===== src/rtl/uart_pkg.sv =====
// Shared UART definitions: parity-mode encodings and the common TX/RX state type.
// The PARITY state only exists when UART_PARITY_EN is defined.
package uart_pkg;

  localparam logic [1:0] PAR_NONE = 2'b00;
  localparam logic [1:0] PAR_EVEN = 2'b01;
  localparam logic [1:0] PAR_ODD  = 2'b10;

  typedef enum logic [2:0] {
    ST_IDLE   = 3'd0,
    ST_START  = 3'd1,
    ST_DATA   = 3'd2,
`ifdef UART_PARITY_EN
    ST_PARITY = 3'd3,
`endif
    ST_STOP   = 3'd4
  } uart_state_e;

  // Mode 2'b11 deliberately falls through to "no parity".
  function automatic logic par_enabled(input logic [1:0] mode);
    return (mode == PAR_EVEN) || (mode == PAR_ODD);
  endfunction

endpackage


===== src/rtl/uart_bit_timer.sv =====
// Bit-period counter: held at zero by i_clr, otherwise wraps every CLKS_PER_BIT cycles.
// o_mid marks the sampling point, o_eob the last cycle of the bit.
module uart_bit_timer #(
  parameter int CLKS_PER_BIT = 16
) (
  input  logic clk,
  input  logic reset,
  input  logic i_clr,
  output logic o_mid,
  output logic o_eob
);

  localparam int CNT_W = $clog2(CLKS_PER_BIT);

  logic [CNT_W-1:0] r_cnt;

  always_ff @(posedge clk or negedge reset) begin
    if (!reset) begin
      r_cnt <= '0;
    end else if (i_clr || o_eob) begin
      r_cnt <= '0;
    end else begin
      r_cnt <= r_cnt + 1'b1;
    end
  end

  assign o_mid = (r_cnt == CNT_W'(CLKS_PER_BIT / 2));
  assign o_eob = (r_cnt == CNT_W'(CLKS_PER_BIT - 1));

endmodule


===== src/rtl/uart_xcvr_param.sv =====
// Independent UART transmitter and receiver sharing one clock.
// Define UART_PARITY_EN to build parity generation/checking; otherwise parity_mode is ignored.
module uart_xcvr_param
  import uart_pkg::*;
#(
  parameter int DATA_W       = 8,
  parameter int CLKS_PER_BIT = 16,
  parameter int STOP_BITS    = 1
) (
  input  logic              clk,
  input  logic              reset,
  input  logic [DATA_W-1:0] din,
  input  logic              wr_en,
  input  logic [1:0]        parity_mode,
  output logic              tx,
  output logic              tx_busy,
  input  logic              rx,
  output logic [DATA_W-1:0] dout,
  output logic              ready,
  output logic              parity_err,
  output logic              frame_err
);

  localparam int BIT_W = 4;
  localparam logic [BIT_W-1:0] LAST_DATA = BIT_W'(DATA_W - 1);
  localparam logic [BIT_W-1:0] LAST_STOP = BIT_W'(STOP_BITS - 1);

  // ---------------- transmitter ----------------
  uart_state_e       r_tx_state, w_tx_state_next;
  logic              r_tx, w_tx_next;
  logic              r_tx_busy, w_tx_busy_next;
  logic [DATA_W-1:0] r_tx_shift, w_tx_shift_next;
  logic [BIT_W-1:0]  r_tx_bit, w_tx_bit_next;
  logic              w_tx_clr, w_tx_mid_unused, w_tx_eob;
`ifdef UART_PARITY_EN
  logic              r_tx_par_on, w_tx_par_on_next;
  logic              r_tx_par_bit, w_tx_par_bit_next;
`endif

  uart_bit_timer #(.CLKS_PER_BIT(CLKS_PER_BIT)) u_tx_timer (
    .clk   (clk),
    .reset (reset),
    .i_clr (w_tx_clr),
    .o_mid (w_tx_mid_unused),
    .o_eob (w_tx_eob)
  );

  always_ff @(posedge clk or negedge reset) begin
    if (!reset) begin
      r_tx_state   <= ST_IDLE;
      r_tx         <= 1'b1;
      r_tx_busy    <= 1'b0;
      r_tx_shift   <= '0;
      r_tx_bit     <= '0;
`ifdef UART_PARITY_EN
      r_tx_par_on  <= 1'b0;
      r_tx_par_bit <= 1'b0;
`endif
    end else begin
      r_tx_state   <= w_tx_state_next;
      r_tx         <= w_tx_next;
      r_tx_busy    <= w_tx_busy_next;
      r_tx_shift   <= w_tx_shift_next;
      r_tx_bit     <= w_tx_bit_next;
`ifdef UART_PARITY_EN
      r_tx_par_on  <= w_tx_par_on_next;
      r_tx_par_bit <= w_tx_par_bit_next;
`endif
    end
  end

  // tx is registered, so the next line level is decided one cycle ahead of each bit.
  always_comb begin
    w_tx_state_next   = r_tx_state;
    w_tx_next         = r_tx;
    w_tx_busy_next    = r_tx_busy;
    w_tx_shift_next   = r_tx_shift;
    w_tx_bit_next     = r_tx_bit;
    w_tx_clr          = 1'b0;
`ifdef UART_PARITY_EN
    w_tx_par_on_next  = r_tx_par_on;
    w_tx_par_bit_next = r_tx_par_bit;
`endif
    case (r_tx_state)
      ST_IDLE: begin
        w_tx_clr       = 1'b1;
        w_tx_next      = 1'b1;
        w_tx_busy_next = 1'b0;
        if (wr_en) begin
          w_tx_state_next   = ST_START;
          w_tx_next         = 1'b0;
          w_tx_busy_next    = 1'b1;
          w_tx_shift_next   = din;
          w_tx_bit_next     = '0;
`ifdef UART_PARITY_EN
          w_tx_par_on_next  = par_enabled(parity_mode);
          w_tx_par_bit_next = (^din) ^ (parity_mode == PAR_ODD);
`endif
        end
      end
      ST_START: begin
        if (w_tx_eob) begin
          w_tx_state_next = ST_DATA;
          w_tx_next       = r_tx_shift[0];
          w_tx_shift_next = r_tx_shift >> 1;
        end
      end
      ST_DATA: begin
        if (w_tx_eob) begin
          if (r_tx_bit == LAST_DATA) begin
            w_tx_bit_next = '0;
`ifdef UART_PARITY_EN
            if (r_tx_par_on) begin
              w_tx_state_next = ST_PARITY;
              w_tx_next       = r_tx_par_bit;
            end else begin
              w_tx_state_next = ST_STOP;
              w_tx_next       = 1'b1;
            end
`else
            w_tx_state_next = ST_STOP;
            w_tx_next       = 1'b1;
`endif
          end else begin
            w_tx_bit_next   = r_tx_bit + 1'b1;
            w_tx_next       = r_tx_shift[0];
            w_tx_shift_next = r_tx_shift >> 1;
          end
        end
      end
`ifdef UART_PARITY_EN
      ST_PARITY: begin
        if (w_tx_eob) begin
          w_tx_state_next = ST_STOP;
          w_tx_next       = 1'b1;
        end
      end
`endif
      ST_STOP: begin
        if (w_tx_eob) begin
          if (r_tx_bit == LAST_STOP) begin
            w_tx_state_next = ST_IDLE;
            w_tx_next       = 1'b1;
            w_tx_busy_next  = 1'b0;
          end else begin
            w_tx_bit_next = r_tx_bit + 1'b1;
          end
        end
      end
      default: begin
        w_tx_state_next = ST_IDLE;
        w_tx_next       = 1'b1;
        w_tx_busy_next  = 1'b0;
      end
    endcase
  end

  assign tx      = r_tx;
  assign tx_busy = r_tx_busy;

  // ---------------- receiver ----------------
  logic              r_rx_s1, r_rx_s2, r_rx_prev;
  uart_state_e       r_rx_state, w_rx_state_next;
  logic [DATA_W-1:0] r_rx_shift, w_rx_shift_next;
  logic [BIT_W-1:0]  r_rx_bit, w_rx_bit_next;
  logic [DATA_W-1:0] r_dout, w_dout_next;
  logic              r_ready, w_ready_next;
  logic              r_ferr, w_ferr_next;
  logic              w_rx_clr, w_rx_mid, w_rx_eob;
`ifdef UART_PARITY_EN
  logic              r_rx_par_on, w_rx_par_on_next;
  logic              r_rx_par_odd, w_rx_par_odd_next;
  logic              r_rx_par_bit, w_rx_par_bit_next;
  logic              r_perr, w_perr_next;
`endif

  uart_bit_timer #(.CLKS_PER_BIT(CLKS_PER_BIT)) u_rx_timer (
    .clk   (clk),
    .reset (reset),
    .i_clr (w_rx_clr),
    .o_mid (w_rx_mid),
    .o_eob (w_rx_eob)
  );

  always_ff @(posedge clk or negedge reset) begin
    if (!reset) begin
      r_rx_s1      <= 1'b1;
      r_rx_s2      <= 1'b1;
      r_rx_prev    <= 1'b1;
      r_rx_state   <= ST_IDLE;
      r_rx_shift   <= '0;
      r_rx_bit     <= '0;
      r_dout       <= '0;
      r_ready      <= 1'b0;
      r_ferr       <= 1'b0;
`ifdef UART_PARITY_EN
      r_rx_par_on  <= 1'b0;
      r_rx_par_odd <= 1'b0;
      r_rx_par_bit <= 1'b0;
      r_perr       <= 1'b0;
`endif
    end else begin
      r_rx_s1      <= rx;
      r_rx_s2      <= r_rx_s1;
      r_rx_prev    <= r_rx_s2;
      r_rx_state   <= w_rx_state_next;
      r_rx_shift   <= w_rx_shift_next;
      r_rx_bit     <= w_rx_bit_next;
      r_dout       <= w_dout_next;
      r_ready      <= w_ready_next;
      r_ferr       <= w_ferr_next;
`ifdef UART_PARITY_EN
      r_rx_par_on  <= w_rx_par_on_next;
      r_rx_par_odd <= w_rx_par_odd_next;
      r_rx_par_bit <= w_rx_par_bit_next;
      r_perr       <= w_perr_next;
`endif
    end
  end

  // A low stop bit leaves the line low; re-arming needs a fresh 1->0 edge, so it waits for idle.
  always_comb begin
    w_rx_state_next   = r_rx_state;
    w_rx_shift_next   = r_rx_shift;
    w_rx_bit_next     = r_rx_bit;
    w_dout_next       = r_dout;
    w_ready_next      = 1'b0;
    w_ferr_next       = r_ferr;
    w_rx_clr          = 1'b0;
`ifdef UART_PARITY_EN
    w_rx_par_on_next  = r_rx_par_on;
    w_rx_par_odd_next = r_rx_par_odd;
    w_rx_par_bit_next = r_rx_par_bit;
    w_perr_next       = r_perr;
`endif
    case (r_rx_state)
      ST_IDLE: begin
        w_rx_clr = 1'b1;
        if (r_rx_prev && !r_rx_s2) begin
          w_rx_state_next = ST_START;
        end
      end
      ST_START: begin
        if (w_rx_mid) begin
          if (r_rx_s2) begin
            w_rx_state_next = ST_IDLE;
          end else begin
`ifdef UART_PARITY_EN
            w_rx_par_on_next  = par_enabled(parity_mode);
            w_rx_par_odd_next = (parity_mode == PAR_ODD);
`endif
          end
        end else if (w_rx_eob) begin
          w_rx_state_next = ST_DATA;
          w_rx_bit_next   = '0;
        end
      end
      ST_DATA: begin
        if (w_rx_mid) begin
          w_rx_shift_next = {r_rx_s2, r_rx_shift[DATA_W-1:1]};
        end else if (w_rx_eob) begin
          if (r_rx_bit == LAST_DATA) begin
`ifdef UART_PARITY_EN
            w_rx_state_next = r_rx_par_on ? ST_PARITY : ST_STOP;
`else
            w_rx_state_next = ST_STOP;
`endif
          end else begin
            w_rx_bit_next = r_rx_bit + 1'b1;
          end
        end
      end
`ifdef UART_PARITY_EN
      ST_PARITY: begin
        if (w_rx_mid) begin
          w_rx_par_bit_next = r_rx_s2;
        end else if (w_rx_eob) begin
          w_rx_state_next = ST_STOP;
        end
      end
`endif
      ST_STOP: begin
        if (w_rx_mid) begin
          w_dout_next     = r_rx_shift;
          w_ready_next    = 1'b1;
          w_ferr_next     = ~r_rx_s2;
          w_rx_state_next = ST_IDLE;
`ifdef UART_PARITY_EN
          w_perr_next = r_rx_par_on &&
                        (((^r_rx_shift) ^ r_rx_par_odd) != r_rx_par_bit);
`endif
        end
      end
      default: begin
        w_rx_state_next = ST_IDLE;
      end
    endcase
  end

  assign dout      = r_dout;
  assign ready     = r_ready;
  assign frame_err = r_ferr;

`ifdef UART_PARITY_EN
  assign parity_err = r_perr;
`else
  logic w_unused_par;
  assign w_unused_par = par_enabled(parity_mode);
  assign parity_err   = 1'b0;
`endif

endmodule


===== config.mk =====
export PLATFORM = sky130hd
export DESIGN_NAME = uart_xcvr_param
export DESIGN_NICKNAME = d
export VERILOG_FILES = /design/src/rtl/uart_pkg.sv /design/src/rtl/uart_bit_timer.sv /design/src/rtl/uart_xcvr_param.sv
export SDC_FILE = /design/constraint.sdc
export NUM_CORES = 1
export LEC_CHECK = 0
export BUFFER_PORTS_ARGS = -buffer_cell sky130_fd_sc_hd__buf_2
export CAP_MARGIN = 20
export CORE_MARGIN = 2
export CORE_UTILIZATION = 25
export CTS_BUF_LIST = sky130_fd_sc_hd__clkbuf_8
export DETAILED_ROUTE_END_ITERATION = 7
export SYNTH_ARGS = -nofsm -noshare
export SYNTH_HDL_FRONTEND = slang
export SYNTH_SLANG_ARGS = --single-unit

===== constraint.sdc =====
create_clock -name clk -period 3.4 [get_ports clk]
set_input_delay 0.17 -clock clk [delete_from_list [all_inputs] [get_ports clk]]
set_output_delay 0.17 -clock clk [all_outputs]
set_load 0.1 [all_outputs]

==> metrics.txt <==
number of routed nets with antenna violations 0; Setup TNS 0 ns; first-iteration detailed-routing DRC count between 100 and 150; layout cells sized above 1 between 20% and 30%; wire per inst ~11 µm; Placement Setup Slack ~1.4 ns; Leak roughly 1.3 nW; Yosys Warn Count 0; largest net degree at the start of global routing 38; Worst path top cell family by delay multiplexers; slowest CP cell dfrtp_1; Slew Limit Fails 0; Mapped Avg Cell Area between 10 and 15 µm²; initial antenna violation count 0; first-pass GRT wire length 7580 µm; clock latency on the worst-skew pair slightly above 0.3 ns; Tmin final between 2 and 2.5 ns; Clock Skew roughly 0.015 ns; worst path bufs/invs 0; Post-Layout Inst Area between 2000 and 3000 µm²; clock slew at reported path FFs 0.10 ns; RR Endpoint r_tx_shift[5]; Hold Fails Final Rpt 0; worst hold slack between 0.1 and 0.15 ns; Post-synth EDFFs 0; # resized after CTS 0; synthesized instance count roughly 230; post-synth top area share about half; final setup margin between 1 and 1.5 ns; Final Cycle Share between 50% and 60%; worst hold-check path type input pin to register; FFs w/ async S/R, synth 100%; First-pass DRT Iterations 6; Critical Path RT about 3.6 ns; Worst Hold End r_tx_shift[7]; critical path launch point type register; top cell type by total area after synthesis dfrtp_1; most common flop cell mapped by yosys dfrtp_1; synthesis-to-layout area growth 13.7%; Critical Path Most Common Cell mux2_2; Setup Viol. Count Final 0; register area share after synthesis a little over half; synth unique cells 43; most common cell after layout, fill and taps aside dfrtp_1; IO Port Bufs 23; gr usage total about 8.4%; Worst EP arrival about 2.2 ns; clock sinks 53; status finished, final reports clean; row count 36; RR Startpoint r_tx_state[0]; Hold Crit Start din[7]; commonest non-fill, non-tap cells in the layout 49 x dfrtp_1, 28 x mux2_2, 23 x buf_2; R2R cell count 4; Hold Path Depth 2; FMAX 0.493 GHz; CTS Buffer Depth 2; vias in the first global route ~1600; area of the core roughly 10000 µm²; DPL Wire Length 3010 µm; Num CTS Buffers 5; Ports 27; Max-slew headroom approximately 45%; nets@finish 270; synth top area cells dfrtp_1 49%, mux2_2 13%, dfstp_2 4.2%, nor2_1 3.1%, ha_1 3.0%; netlist area before placement between 2000 and 3000 µm²; GRT overflow 0; worst slew pin tran 0.831 ns; Layout fillers ~1000; Syn Nets approximately 250; Die W between 100 and 150 µm; gpl congestion between 0.7 and 0.8; full die area approximately 11000 µm²; placed cell area approximately 2700 µm²; CTS tree yes; RSZ-0062 raised after global routing no; #FFs+latches synth 53; PD cells around 640 nW/µm²; Max Cap Viol 0; vias about 1700; crit path cell chain nand2b_1 > a21oi_2 > mux2_2 > mux2_2; final WL about 4200 µm; # DRC 0; Vias/cell around 4.4; Setup CP Type register to register; starting density of the core between 20 and 30%; crit path capture type register; Finished Core Util 29.2%; worst vdd ir between 0.0002 and 0.00025 V; Clock Root Buffer clkbuf_8; # diodes 0; CP max FO 14; crit-path max cell delay approximately 0.55 ns; H-tree levels 2; flop2flop setup slack 1.37 ns; Die Ht ~100 µm
stage by stage:
step | power [mW] | std cells
2_1_floorplan | 1.37 | 228
3_3_place_gp | 1.46 | 374
3_5_place_dp | 1.47 | 374
4_1_cts | 1.85 | 384
5_1_grt | 1.96 | 384
6_report | 1.82 | 384
routing by layer:
layer | share of wire (%) | vias to the layer above | GRT usage, %
met2 | 44 | 20 | 12.6
met1 | 52 | 818 | 12.0
met4 | 1.4 | 0 | 2.61
met3 | 3.1 | 5 | 1.88
li1 | - | 834 | -
met5 | 0 | - | 0
power by group:
group,internal (mW),switching [mW],total [mW]
registers,0.759,0.116,0.875
logic,0.266,0.310,0.576
clock network,0.149,0.221,0.370
total,1.17,0.648,1.82
flip-flops by register name, indices dropped and copies added (netlist names), 3 cells and up:
signal            cells
dout                  8
r_rx_bit              4
r_rx_shift            8
r_rx_state            3
r_tx_bit              4
r_tx_shift            8
r_tx_state            3
u_rx_timer.r_cnt      4
u_tx_timer.r_cnt      4
repair_timing:
| item | 4_1_cts | 5_1_grt |
|---|---|---|
| setup buffers | 0 | 0 |
| endpoints found under the hold margin | 24 | 0 |
| hold buffers | 2 | 0 |
cells by family after synthesis:
group	after synthesis	share of synthesized area (%)
DFF	53	53.0
AOI/OAI and AO/OA	36	9.31
and+or+nand+nor	76	15.9
adders and majority gates	6	2.99
buffers and inverters	22	3.93
muxes	30	13.3
other	1	0.149
xor gates and xnor gates	4	1.39
worst reg2reg max path: stages (launching register included):
cell	delay [ns]
dfrtp_1	0.55
nand2b_1	0.32
a21oi_2	0.42
mux2_2	0.39
mux2_2	0.25
final cells by class:
type	count	area (µm²)	share of cell area (%)
multi-input cells	153	1080	37.9
clock inverters	3	25.0	0.875
flip-flops and latches	53	1330	46.6
well taps	133	166	5.82
inverters	11	41.3	1.44
clock buffers	5	68.8	2.41
repair buffers	26	143	4.99
Yosys cell counts (5+ instances only):
library cell	number
a21oi_1	9
nor2_1	21
nor2b_1	5
nand2_1	13
nand2b_1	7
nand3_1	9
ha_1	6
inv_1	11
o21ai_0	9
mux2_2	28
dfrtp_1	49
worst max path at each step:
stage                  start  cells after the start             to  slack, ns
2_1_floorplan    r_tx_bit[0]                      7    r_tx_bit[0]       1.62
3_3_place_gp   r_tx_state[0]                      4  r_tx_shift[2]       1.38
3_5_place_dp   r_tx_state[0]                      4  r_tx_shift[5]       1.38
4_1_cts        r_tx_state[0]                      4  r_tx_shift[3]       1.36
5_1_grt          r_tx_bit[0]                      7    r_tx_bit[0]       1.21
6_report       r_tx_state[0]                      4  r_tx_shift[5]       1.37
Power figures use the tool's default switching activity.
